===== src/rtl/gray_updown_counter.sv =====
`default_nettype none
`timescale 1ns/1ps
// +--------------------------------------------------------------------------+
// | Module      : gray_updown_counter                                        |
// | Description : Up/down binary counter with a registered Gray-code copy.   |
// |               Supports synchronous clear and load (clr > load > en),     |
// |               wrap-around or saturation at the range ends, and a         |
// |               one-cycle registered wrap pulse.                           |
// | Revision    : 1.0 - initial release                                      |
// +--------------------------------------------------------------------------+
// | Parameters                                                               |
// |   WIDTH    : counter width in bits, 2..16                                |
// |   SAT      : 0 = wrap at the range ends, 1 = saturate at the range ends  |
// | Ports                                                                    |
// |   clk      : in  1     clock, all updates on the rising edge             |
// |   rst_n    : in  1     asynchronous active-low reset                     |
// |   en       : in  1     count enable                                      |
// |   up       : in  1     direction, 1 = increment, 0 = decrement           |
// |   clr      : in  1     synchronous clear to zero (highest priority)      |
// |   load     : in  1     synchronous load of load_val                      |
// |   load_val : in  WIDTH binary value to load                              |
// |   bin_q    : out WIDTH registered binary count                           |
// |   gray_q   : out WIDTH registered Gray code of bin_q (flop output only)  |
// |   wrap     : out 1     registered one-cycle pulse on a wrap event        |
// |   at_max   : out 1     bin_q is all ones                                 |
// |   at_min   : out 1     bin_q is zero                                     |
// +--------------------------------------------------------------------------+
module gray_updown_counter #(
    parameter int WIDTH = 3,
    parameter bit SAT   = 1'b0
) (
    input  logic             clk,
    input  logic             rst_n,
    input  logic             en,
    input  logic             up,
    input  logic             clr,
    input  logic             load,
    input  logic [WIDTH-1:0] load_val,
    output logic [WIDTH-1:0] bin_q,
    output logic [WIDTH-1:0] gray_q,
    output logic             wrap,
    output logic             at_max,
    output logic             at_min
);

    localparam logic [WIDTH-1:0] c_ZERO = '0;
    localparam logic [WIDTH-1:0] c_MAX  = '1;
    localparam logic [WIDTH-1:0] c_ONE  = {{(WIDTH-1){1'b0}}, 1'b1};

    logic [WIDTH-1:0] r_bin;
    logic [WIDTH-1:0] r_gray;
    logic             r_wrap;

    logic             w_at_max;
    logic             w_at_min;
    logic [WIDTH-1:0] w_bin_inc;
    logic [WIDTH-1:0] w_bin_dec;
    logic             w_end_hit;
    logic [WIDTH-1:0] w_count_bin;
    logic             w_count_wrap;
    logic [WIDTH-1:0] w_bin_nxt;
    logic [WIDTH-1:0] w_gray_nxt;
    logic             w_wrap_nxt;

    assign w_at_max  = (r_bin == c_MAX);
    assign w_at_min  = (r_bin == c_ZERO);
    assign w_bin_inc = r_bin + c_ONE;
    assign w_bin_dec = r_bin - c_ONE;

    // A count step that would cross a range end in its current direction.
    assign w_end_hit = up ? w_at_max : w_at_min;

    // Behaviour at the range ends. The plain modulo increment/decrement
    // already lands on the opposite end, so wrap mode only needs the pulse.
    generate
        if (SAT) begin : g_sat
            assign w_count_bin  = w_end_hit ? r_bin : (up ? w_bin_inc : w_bin_dec);
            assign w_count_wrap = 1'b0;
        end else begin : g_wrap
            assign w_count_bin  = up ? w_bin_inc : w_bin_dec;
            assign w_count_wrap = w_end_hit;
        end
    endgenerate

    // Next-state selection: clr > load > en > hold. Clear and load never
    // raise wrap, which also suppresses a wrap from a simultaneous count.
    always_comb begin
        w_bin_nxt  = r_bin;
        w_wrap_nxt = 1'b0;
        if (clr) begin
            w_bin_nxt = c_ZERO;
        end else if (load) begin
            w_bin_nxt = load_val;
        end else if (en) begin
            w_bin_nxt  = w_count_bin;
            w_wrap_nxt = w_count_wrap;
        end
    end

    // Gray value is derived from the same next-state binary so both
    // registers always agree after every edge.
    assign w_gray_nxt = w_bin_nxt ^ (w_bin_nxt >> 1);

    always_ff @(posedge clk or negedge rst_n) begin
        if (!rst_n) begin
            r_bin  <= c_ZERO;
            r_gray <= c_ZERO;
            r_wrap <= 1'b0;
        end else begin
            r_bin  <= w_bin_nxt;
            r_gray <= w_gray_nxt;
            r_wrap <= w_wrap_nxt;
        end
    end

    assign bin_q  = r_bin;
    assign gray_q = r_gray;
    assign wrap   = r_wrap;
    assign at_max = w_at_max;
    assign at_min = w_at_min;

endmodule
`default_nettype wire


===== config.mk =====
export PLATFORM = sky130hd
export DESIGN_NAME = gray_updown_counter
export DESIGN_NICKNAME = d
export VERILOG_FILES = /design/src/rtl/gray_updown_counter.sv
export SDC_FILE = /design/constraint.sdc
export NUM_CORES = 1
export LEC_CHECK = 0
export BUFFER_PORTS_ARGS = -buffer_cell sky130_fd_sc_hd__buf_2
export CAP_MARGIN = 0
export CORE_AREA = 4 4 41 43
export CTS_CLUSTER_SIZE = 25
export DETAILED_ROUTE_END_ITERATION = 10
export DIE_AREA = 0 0 45 47
export PLACE_DENSITY = 0.46
export SKIP_LAST_GASP = 1
export SYNTH_ARGS = -nofsm -noshare
export SYNTH_HDL_FRONTEND = slang
export SYNTH_SLANG_ARGS = --single-unit

===== constraint.sdc =====
create_clock -name clk -period 1.8 [get_ports clk]
set_input_delay 0.36 -clock clk [delete_from_list [all_inputs] [get_ports clk]]
set_output_delay 0.36 -clock clk [all_outputs]
set_load 0.005 [all_outputs]

**Word level (Yosys, flattened, before mapping)**

Index checks and enable logic that the tools add are counted.

- Input port bits: 9
- Register bits after elaboration: 7

- Equal/unequal tests: 1
- Bitwise logic cells: 1
- Add/sub/neg operators: 2
- Reduce and logical (&&, ||, !) cells: 1
- Muxes and demuxes: 8

Operator list:

| kind | number |
|---|---|
| $mux W3 | 4 |
| $mux W1 | 4 |
| $add A3 B1 Y3 const B | 1 |
| $eq A3 B3 Y1 const B | 1 |
| $logic_not A3 Y1 | 1 |
| $sub A3 B1 Y3 const B | 1 |
| $xor A3 B2 Y3 | 1 |

**Depth between registers and ports, before layout**

Gate-level depths: netlist of the first run.

- Depth in word-level cells: 6
- Depth in mapped cells: 6
- Gate-level depth less buffers: 6

**Least setup slack after synthesis of the first run**

OpenSTA, ideal clock, no wires.

- Path kind: register -> register
- From: reg r_bin[0], in the netlist bin_q[0]
- To: reg r_gray[0], in the netlist gray_q[0]
- Setup slack: 0.193 ns
- Arrival time: 1.484 ns
- Cell stages (with the launch flop): 6
- Buffers on the path: 0
- Required time: 1.677 ns
- Library setup time: 0.123 ns
- Cells stage by stage: dfrtp_1 > inv_1 > fa_1 > a211o_1 > a21o_1 > xnor2_1

- Longest elaborated chain between the ends: 6
- Elaborated cells between the ends (all ways): 7
- Classes of those cells: 2 x add/sub; 4 x mux; 1 x bitwise

Ends and longest elaborated chain:

| element | RTL line | source |
|---|---|---|
| start, declared | 50 | `logic [WIDTH-1:0] r_bin;` |
| start signal, assigned | 106 | `r_bin <= c_ZERO;` |
| start signal, assigned | 110 | `r_bin <= w_bin_nxt;` |
| $sub A3 B1 Y3 / $add A3 B1 Y3 (equally long branches) | 68, 67 |  |
| $mux W3 | 80 | `assign w_count_bin = up ? w_bin_inc : w_bin_dec;` |
| $mux W3 * | 94 | `end else if (en) begin` |
| $mux W3 * | 92 | `end else if (load) begin` |
| $mux W3 * | 90 | `if (clr) begin` |
| $xor A3 B2 Y3 * | 102 | `assign w_gray_nxt = w_bin_nxt ^ (w_bin_nxt >> 1);` |
| named net w_gray_nxt[0] | 62 | `logic [WIDTH-1:0] w_gray_nxt;` |
| end signal, assigned | 107 | `r_gray <= c_ZERO;` |
| end signal, assigned | 111 | `r_gray <= w_gray_nxt;` |
| end, declared | 51 | `logic [WIDTH-1:0] r_gray;` |

Mark *: on every way through the listed nets, which the timed path passes. The rest lies on a longest branch.

**Worst setup path after layout of the first run**

- From: reg r_bin[0], in the netlist bin_q[0]
- To: reg r_gray[1], in the netlist gray_q[1]

- Longest elaborated chain between the ends: 6
- Elaborated cells between the ends (all ways): 7
- Classes of those cells: 2 x add/sub; 4 x mux; 1 x bitwise

Ends and longest elaborated chain:

| element | RTL line |
|---|---|
| $sub A3 B1 Y3 / $add A3 B1 Y3 (equally long branches) | 68, 67 |
| $mux W3 * | 80 |
| $mux W3 * | 94 |
| $mux W3 * | 92 |
| $mux W3 * | 90 |
| $xor A3 B2 Y3 * | 102 |
| named net w_gray_nxt[1] | 62 |

Marks and branches as above.

==> results.toml, run 1 <==
[run_status]
outcome = "complete, no violations"

[placement]
pre_cts_ws_ps = 72.7
port-buffer-count = 17
dp_hpwl_um = 600
place_congestion = 0.766
place_area_um2 = 450

[finish]
insertedDiodeCount = 0
area_growth_pct = 42.4
drive_above_1_share_pct = 45.3
layout.nets = 65
stdcell_area_um2 = 483

[synth]
ys_warn_count = 0
synth_top_area_cell = "dfrtp_1"
synth-edff-count = 0
ys_seq_area_share_pct = 44.3
synth_area_leaders = "dfrtp_1 (44%), mux2i_1 (8.9%), fa_1 (5.9%)"
synth_area_um2 = 339
avgSynthCellArea_um2 = 10.9
synth_nets = 41
ys_ff_latch = 6
ys_types = 18
synth_common_cells = "dfrtp_1 (6), inv_1 (3), mux2i_1 (3)"
synthMostInstantiatedCell = "dfrtp_1"
synthCells = 31
synthFlopType = "dfrtp_1"
async_flop_share_pct = 100
netlist.area_leader.share_pct = 44.3

[setup_path]
worstSetupEndpointType = "register"
crit_start = "bin_q[0]"
ff2ff_path_depth = 5
critical_path.max_stage_delay_ps = 420
reg2reg_from = "bin_q[0]"
crit_buf_inv = 1
crit_family = "compound AO/OA/AOI/OAI gates"
arrival_ps = 1730
critPathKind = "register to register"
startpoint_type = "register"
regToRegSetupSlack_ps = 190
cp.depth = 5
path_max_fanout = 3
regToRegEndpoint = "gray_q[1]"
crit_slowest_cell = "fa_1"
cp.required_ps = 1920
crit_chain = "inv_1 -> fa_1 -> a211o_1 -> a21o_1 -> xnor2_1"

[die]
row_count = 13
die_h_um = 47
dieArea_um2 = 2120
core_region_area_um2 = 1300
initial_core_util_pct = 26.1
dieWidth_um = 45
io_pins = 18

[drt]
via_count = 291
drtIter0Drc = 0
wirelength_um = 716
viasPerCell = 4.28
final_antenna_net_count = 0
post_drt_wl_per_cell_um = 10.5
first_pass_iters = 1
drc = 0

[timing]
rsz0062_at_grt = "no"
period_needed_ps = 1610
finalCritPeriodShare_pct = 89.5
max_freq_ghz = 0.621
drv_slew = 0
setup-violations-final = 0
slew_headroom_pct = 88.1
final.setup.worst_slack_ps = 190
setup_tns_ps = 0
skew_ps = 2.79
tightest_slew_ps = 174
hold_viol = 0

[clock_tree]
cts_resized = 0
ctsLongestPathBuffers = 2
clock_insertion_delay_worst_skew_ps = 240
holdBufCountCts = 1
cts_tree = "done"
htreeDepth = 1
cts_buffers = 3
clock_sinks = 6
clkTransAtPathRegs_ps = 40
cts_setup_buffers = 0
cts_root_buffer = "clkbuf_4"

[global_routing]
grt_max_degree = 8
antenna_found_initial = 0
grt_first_pass_wirelength_mm = 1.24
grt_pass1_vias = 279
gr-total-overflow = 0
track_usage_pct = 9.16

[min_path]
worstHoldStart = "clr"
min_path_cells = 2
hold_path.class = "primary input to register"
hold_path_end = "bin_q[0]"

[run]
max_cap_viol_count = 0

[power_and_ir_drop]
power.density_nw_per_um2 = 768
max-vdd-ir-drop_mv = 0.477
leakage_nw = 0.264
-- kinds of logic (layout without fill, tap and decap cells) --
kind of cell	after synthesis	count (layout)	synth area share (%)
simple gates	9	9	15.1
flops	6	6	44.3
compound gates	4	4	9.96
xor+xnor	4	4	10.3
buf+inv	4	26	5.54
mux	3	3	8.86
fa+ha+maj	1	1	5.90
-- layout make-up --
type	instances	area (µm²)
inverters	3	11.3
repair buffers	20	110
fillers	146	818
flip-flops and latches	6	150
multi-input cells	21	170
clock buffers	3	22.5
well taps	15	18.8
-- how the worst max path moves through the flow --
stage,endpoint,slack [ps]
2_1_floorplan,gray_q[0],190
3_3_place_gp,gray_q[1],60
3_5_place_dp,gray_q[1],70
4_1_cts,gray_q[1],160
5_1_grt,gray_q[1],70
6_report,gray_q[1],190
-- cells in the final DEF (no fill, tap or decap) --
cell type,instances
fa_1,1
or2_2,1
xnor2_1,2
a21o_1,1
nor3b_1,2
o22ai_2,1
a21oi_1,1
mux2i_1,3
and2b_1,1
buf_4,2
clkbuf_4,3
inv_1,3
dfrtp_1,6
dlygate4sd3_1,1
and3_1,1
xor2_1,2
a211o_1,1
nand2_1,1
buf_2,17
nor2_1,2
nor3_1,1
-- where the power goes --
part | total [mW] | leakage (nW) | switching [mW] | internal [mW]
Combinational | 0.0959 | 0.172 | 0.0453 | 0.0506
Clock | 0.120 | 0.0138 | 0.0450 | 0.0752
Sequential | 0.155 | 0.0778 | 0.00623 | 0.149
-- registers in the layout (all words and copies together) (netlist names) --
| signal | count |
|---|---|
| gray_q | 2 |
| wrap | 1 |
| bin_q | 3 |
-- routing by layer --
| metal | up-vias | part of all wire, % | global-route usage (%) |
|---|---|---|---|
| li1 | 148 | - | - |
| met1 | 126 | 42 | 10.0 |
| met2 | 15 | 42 | 12.1 |
| met3 | 2 | 13 | 6.51 |
| met4 | 0 | 2.7 | 7.02 |
| met5 | - | 0 | 0 |
-- stage by stage --
stage          std cells  hold WS (ps)  total power, mW  util (%)
2_1_floorplan         31          64.4            0.207         -
3_3_place_gp          64           188            0.254      34.6
3_5_place_dp          64           184            0.252      34.6
4_1_cts               68           349            0.379      37.1
5_1_grt               68           362            0.402      37.1
6_report              68           351            0.371      37.1
No activity file was read; power rests on OpenSTA's default activity.
==> run 2, diff against run 1 <==
--- a/config.mk
+++ b/config.mk
@@ -7,12 +7,11 @@
 export LEC_CHECK = 0
 export BUFFER_PORTS_ARGS = -buffer_cell sky130_fd_sc_hd__buf_2
 export CAP_MARGIN = 0
-export CORE_AREA = 4 4 41 43
+export CORE_AREA = 3 3 40 42
 export CTS_CLUSTER_SIZE = 25
 export DETAILED_ROUTE_END_ITERATION = 10
-export DIE_AREA = 0 0 45 47
-export PLACE_DENSITY = 0.46
-export SKIP_LAST_GASP = 1
+export DIE_AREA = 0 0 43 45
+export PLACE_DENSITY = 0.54
 export SYNTH_ARGS = -nofsm -noshare
 export SYNTH_HDL_FRONTEND = slang
 export SYNTH_SLANG_ARGS = --single-unit
==> results.toml, run 2 (same netlist as run 1, synthesis figures left out) <==
[power_and_ir_drop]
p_switching_uw = 96.9
p_sw_share_pct = 26.1
power_uw = 371
max-vdd-ir-drop_mv = 0.350
pwr-share-comb_pct = 25.4
p_seq_share_pct = 41.8
internal_power_uw = 274
power.density_nw_per_um2 = 769
clockPowerShare_pct = 32.7
leakage_nw = 0.264

[setup_path]
arrival_ps = 1730
startpoint_type = "register"
critPathKind = "register to register"
path_max_fanout = 3
crit_start = "bin_q[0]"
reg2reg_from = "bin_q[0]"
cp.required_ps = 1920
worstSetupEndpointType = "register"

[finish]
drive_above_1_share_pct = 45.3
n_fill_cell = 144
seq_area_um2 = 150
layout_common_cells = "buf_2 (17), dfrtp_1 (6), inv_1 (3), mux2i_1 (3), clkbuf_4 (3)"
layout.nets = 65
multi_input_comb_area_um2 = 170
largest_register_ffs = 3
insertedDiodeCount = 0
area_growth_pct = 42.4
layout_commonest_cell = "buf_2"

[drt]
viasPerCell = 4.29
wirelength_um = 682
first_pass_iters = 4
final_antenna_net_count = 0
drtIter0Drc = 2
drc = 0
post_drt_wl_per_cell_um = 10.0
via_count = 292

[die]
core_region_area_um2 = 1280
die_h_um = 45
io_pins = 18
dieWidth_um = 43
initial_core_util_pct = 26.4
row_count = 13
dieArea_um2 = 1940

[run_status]
outcome = "complete, no violations"

[min_path]
hold_path.class = "primary input to register"
worstHoldStart = "clr"

[timing]
tightest_slew_ps = 207
slew_headroom_pct = 86.1
drv_slew = 0
finalCritPeriodShare_pct = 89.4
max_freq_ghz = 0.622
skew_ps = 1.15
period_needed_ps = 1610
rsz0062_at_grt = "no"
setup-violations-final = 0
hold_viol = 0
setup_tns_ps = 0

[clock_tree]
clock_sinks = 6
clock_insertion_delay_worst_skew_ps = 240
htreeDepth = 1
cts_buffers = 3
cts_root_buffer = "clkbuf_4"
cts_resized = 0
clkTransAtPathRegs_ps = 50
cts_tree = "done"
ctsLongestPathBuffers = 2

[global_routing]
grt_max_degree = 8
grt_pass1_vias = 260
track_usage_pct = 7.72
antenna_found_initial = 0
grt_first_pass_wirelength_mm = 1.07
gr-total-overflow = 0

[run]
max_cap_viol_count = 0

[placement]
port-buffer-count = 17
dp_hpwl_um = 579
place_congestion = 0.698
-- run 2: worst paths after layout --
kind	slack, ps	end	depth (start not counted)
max in group asynchronous	1190	bin_q[2]	2
min in group asynchronous	470	gray_q[0]	2
max reg2reg	190	gray_q[0]	5
max	190	gray_q[0]	5
min	350	bin_q[0]	2
min reg2reg	740	wrap	3
-- run 2: power groups by stage --
stage	logic [mW]	registers, mW	clock network [mW]
detailed placement	0.0948	0.158	0
global route	0.106	0.157	0.136
floorplan	0.0462	0.161	0
CTS	0.0973	0.156	0.127
finish	0.0945	0.155	0.122
global placement	0.0951	0.157	0
-- run 2: worst max-delay path, cell delays in order, from the launching register on --
cell,delay [ps]
dfrtp_1,370
inv_1,80
fa_1,420
a211o_1,260
a21o_1,220
xnor2_1,140
-- run 2: metrics by stage --
| step | hold slack, ps | area (µm²) | setup WS (ps) | utilization, % | instances |
|---|---|---|---|---|---|
| after floorplan | 64.4 | 339 | 193 | - | 31 |
| after global placement | 187 | 450 | 72.9 | 35.1 | 64 |
| after CTS | 350 | 483 | 168 | 37.6 | 68 |
| after detailed placement | 188 | 450 | 85.0 | 35.1 | 64 |
| final | 352 | 483 | 191 | 37.6 | 68 |
| after global routing | 376 | 483 | 95.2 | 37.6 | 68 |
-- run 2: timing repair --
item	CTS	global route
endpoints found under the hold margin	6	0
hold buffers	1	0
buffers inserted	0	0
setup endpoints to repair	0	0
-- run 2: layout make-up --
type	count	area share, %
multi-input combinational	21	35.2
sequential	6	31.1
timing repair buffer	20	22.8
clock buffer	3	4.66
tap	15	3.89
inverter	3	2.33
-- run 2: layer usage --
layer / vias up / GRT usage, % / wire, µm
li1: 148 / - / -
met1: 135 / 8.13 / 280
met2: 9 / 13.2 / 347
met3: 0 / 4.78 / 53
met4: 0 / 1.81 / 0
met5: - / 0 / 0
==> run 3, diff against run 2 <==
--- a/config.mk
+++ b/config.mk
@@ -12,6 +12,7 @@
 export DETAILED_ROUTE_END_ITERATION = 10
 export DIE_AREA = 0 0 43 45
 export PLACE_DENSITY = 0.54
+export RECOVER_POWER = 25
 export SYNTH_ARGS = -nofsm -noshare
 export SYNTH_HDL_FRONTEND = slang
 export SYNTH_SLANG_ARGS = --single-unit
==> results.toml, run 3 (same netlist as run 1, synthesis figures left out) <==
[run_status]
outcome = "complete, no violations"

[drt]
first_pass_iters = 4
drc = 0
viasPerCell = 4.32
wirelength_um = 679
drtIter0Drc = 2
final_antenna_net_count = 0
post_drt_wl_per_cell_um = 9.99
via_count = 294

[clock_tree]
clock_insertion_delay_worst_skew_ps = 240
cts_setup_buffers = 0
cts_root_buffer = "clkbuf_4"
htreeDepth = 1
clock_sinks = 6
cts_tree = "done"
clkTransAtPathRegs_ps = 50
cts_buffers = 3
ctsLongestPathBuffers = 2
cts_resized = 0

[timing]
setup_tns_ps = 0
setup-violations-final = 0
drv_slew = 0
skew_ps = 1.15
hold_viol = 0
finalCritPeriodShare_pct = 89.4
max_freq_ghz = 0.622
rsz0062_at_grt = "no"
slew_headroom_pct = 79.7
tightest_slew_ps = 304
period_needed_ps = 1610

[power_and_ir_drop]
power.density_nw_per_um2 = 770
pwr-share-comb_pct = 25.4
p_switching_uw = 97.0
p_seq_share_pct = 41.8
leakage_nw = 0.261
p_sw_share_pct = 26.1
clockPowerShare_pct = 32.8
max-vdd-ir-drop_mv = 0.350
internal_power_uw = 274

[placement]
port-buffer-count = 17
place_congestion = 0.698
dp_hpwl_um = 579
place_area_um2 = 450

[finish]
insertedDiodeCount = 0
seq_area_um2 = 150
layout_commonest_cell = "buf_2"
stdcell_area_um2 = 482
layout.nets = 65
layout_common_cells = "buf_2 (16), dfrtp_1 (6), inv_1 (3), mux2i_1 (3), clkbuf_4 (3)"
drive_above_1_share_pct = 43.4
multi_input_comb_area_um2 = 170
largest_register_ffs = 3
n_fill_cell = 145
area_growth_pct = 42.1

[setup_path]
worstSetupEndpointType = "register"
crit_buf_inv = 1
startpoint_type = "register"
arrival_ps = 1730
critical_path.max_stage_delay_ps = 420
crit_slowest_cell = "fa_1"
crit_chain = "inv_1 -> fa_1 -> a211o_1 -> a21o_1 -> xnor2_1"
reg2reg_from = "bin_q[0]"
crit_family = "compound AO/OA/AOI/OAI gates"
path_max_fanout = 3
regToRegSetupSlack_ps = 190
crit_start = "bin_q[0]"
cp.required_ps = 1920
critPathKind = "register to register"

[die]
dieWidth_um = 43
initial_core_util_pct = 26.4
die_h_um = 45
row_count = 13
io_pins = 18
core_region_area_um2 = 1280
dieArea_um2 = 1940

[min_path]
hold_path.class = "primary input to register"
worstHoldStart = "clr"

[global_routing]
grt_max_degree = 8
grt_pass1_vias = 260
gr-total-overflow = 0
antenna_found_initial = 0
grt_first_pass_wirelength_mm = 1.07
track_usage_pct = 7.72

[run]
max_cap_viol_count = 0
==> run 3: final cells by class <==
cell class / instances / area share, %
multi-input cells: 21 / 35.3
flip-flops and latches: 6 / 31.2
repair buffers: 20 / 22.6
clock buffers: 3 / 4.68
well taps: 15 / 3.90
inverters: 3 / 2.34
==> run 3: timing repair <==
item | CTS | global route
hold endpoints to repair | 6 | 0
endpoints found under the setup margin | 0 | 0
hold buffers | 1 | 0
==> run 3: power by group through the flow <==
stage	Sequential (mW)	Clock, mW	Combinational (mW)
2_1_floorplan	0.161	0	0.0462
3_3_place_gp	0.157	0	0.0951
3_5_place_dp	0.158	0	0.0948
4_1_cts	0.156	0.127	0.0973
5_1_grt	0.157	0.136	0.106
6_report	0.155	0.122	0.0942
==> run 3: path summary, 6_finish.rpt <==
check,end,cells past startpoint
hold / removal,bin_q[0],2
setup / recovery,gray_q[0],5
min in group asynchronous,gray_q[0],2
setup reg to reg,gray_q[0],5
hold reg to reg,wrap,3
max in group asynchronous,bin_q[2],2
==> run 3: layer usage <==
| layer | up-vias | share of wire [%] | global-route usage, % |
|---|---|---|---|
| li1 | 148 | - | - |
| met1 | 137 | 41 | 8.13 |
| met2 | 9 | 51 | 13.2 |
| met3 | 0 | 7.8 | 4.78 |
| met4 | 0 | 0 | 1.81 |
| met5 | - | 0 | 0 |
==> run 3: stage by stage <==
stage | hold slack, ps | instances | worst slack [ps] | utilization, % | power [mW]
finish | 352 | 68 | 191 | 37.5 | 0.371
CTS | 350 | 68 | 168 | 37.6 | 0.380
floorplan | 64.4 | 31 | 193 | - | 0.207
global placement | 187 | 64 | 72.9 | 35.1 | 0.252
global route | 376 | 68 | 95.2 | 37.5 | 0.399
detailed placement | 188 | 64 | 85.0 | 35.1 | 0.252
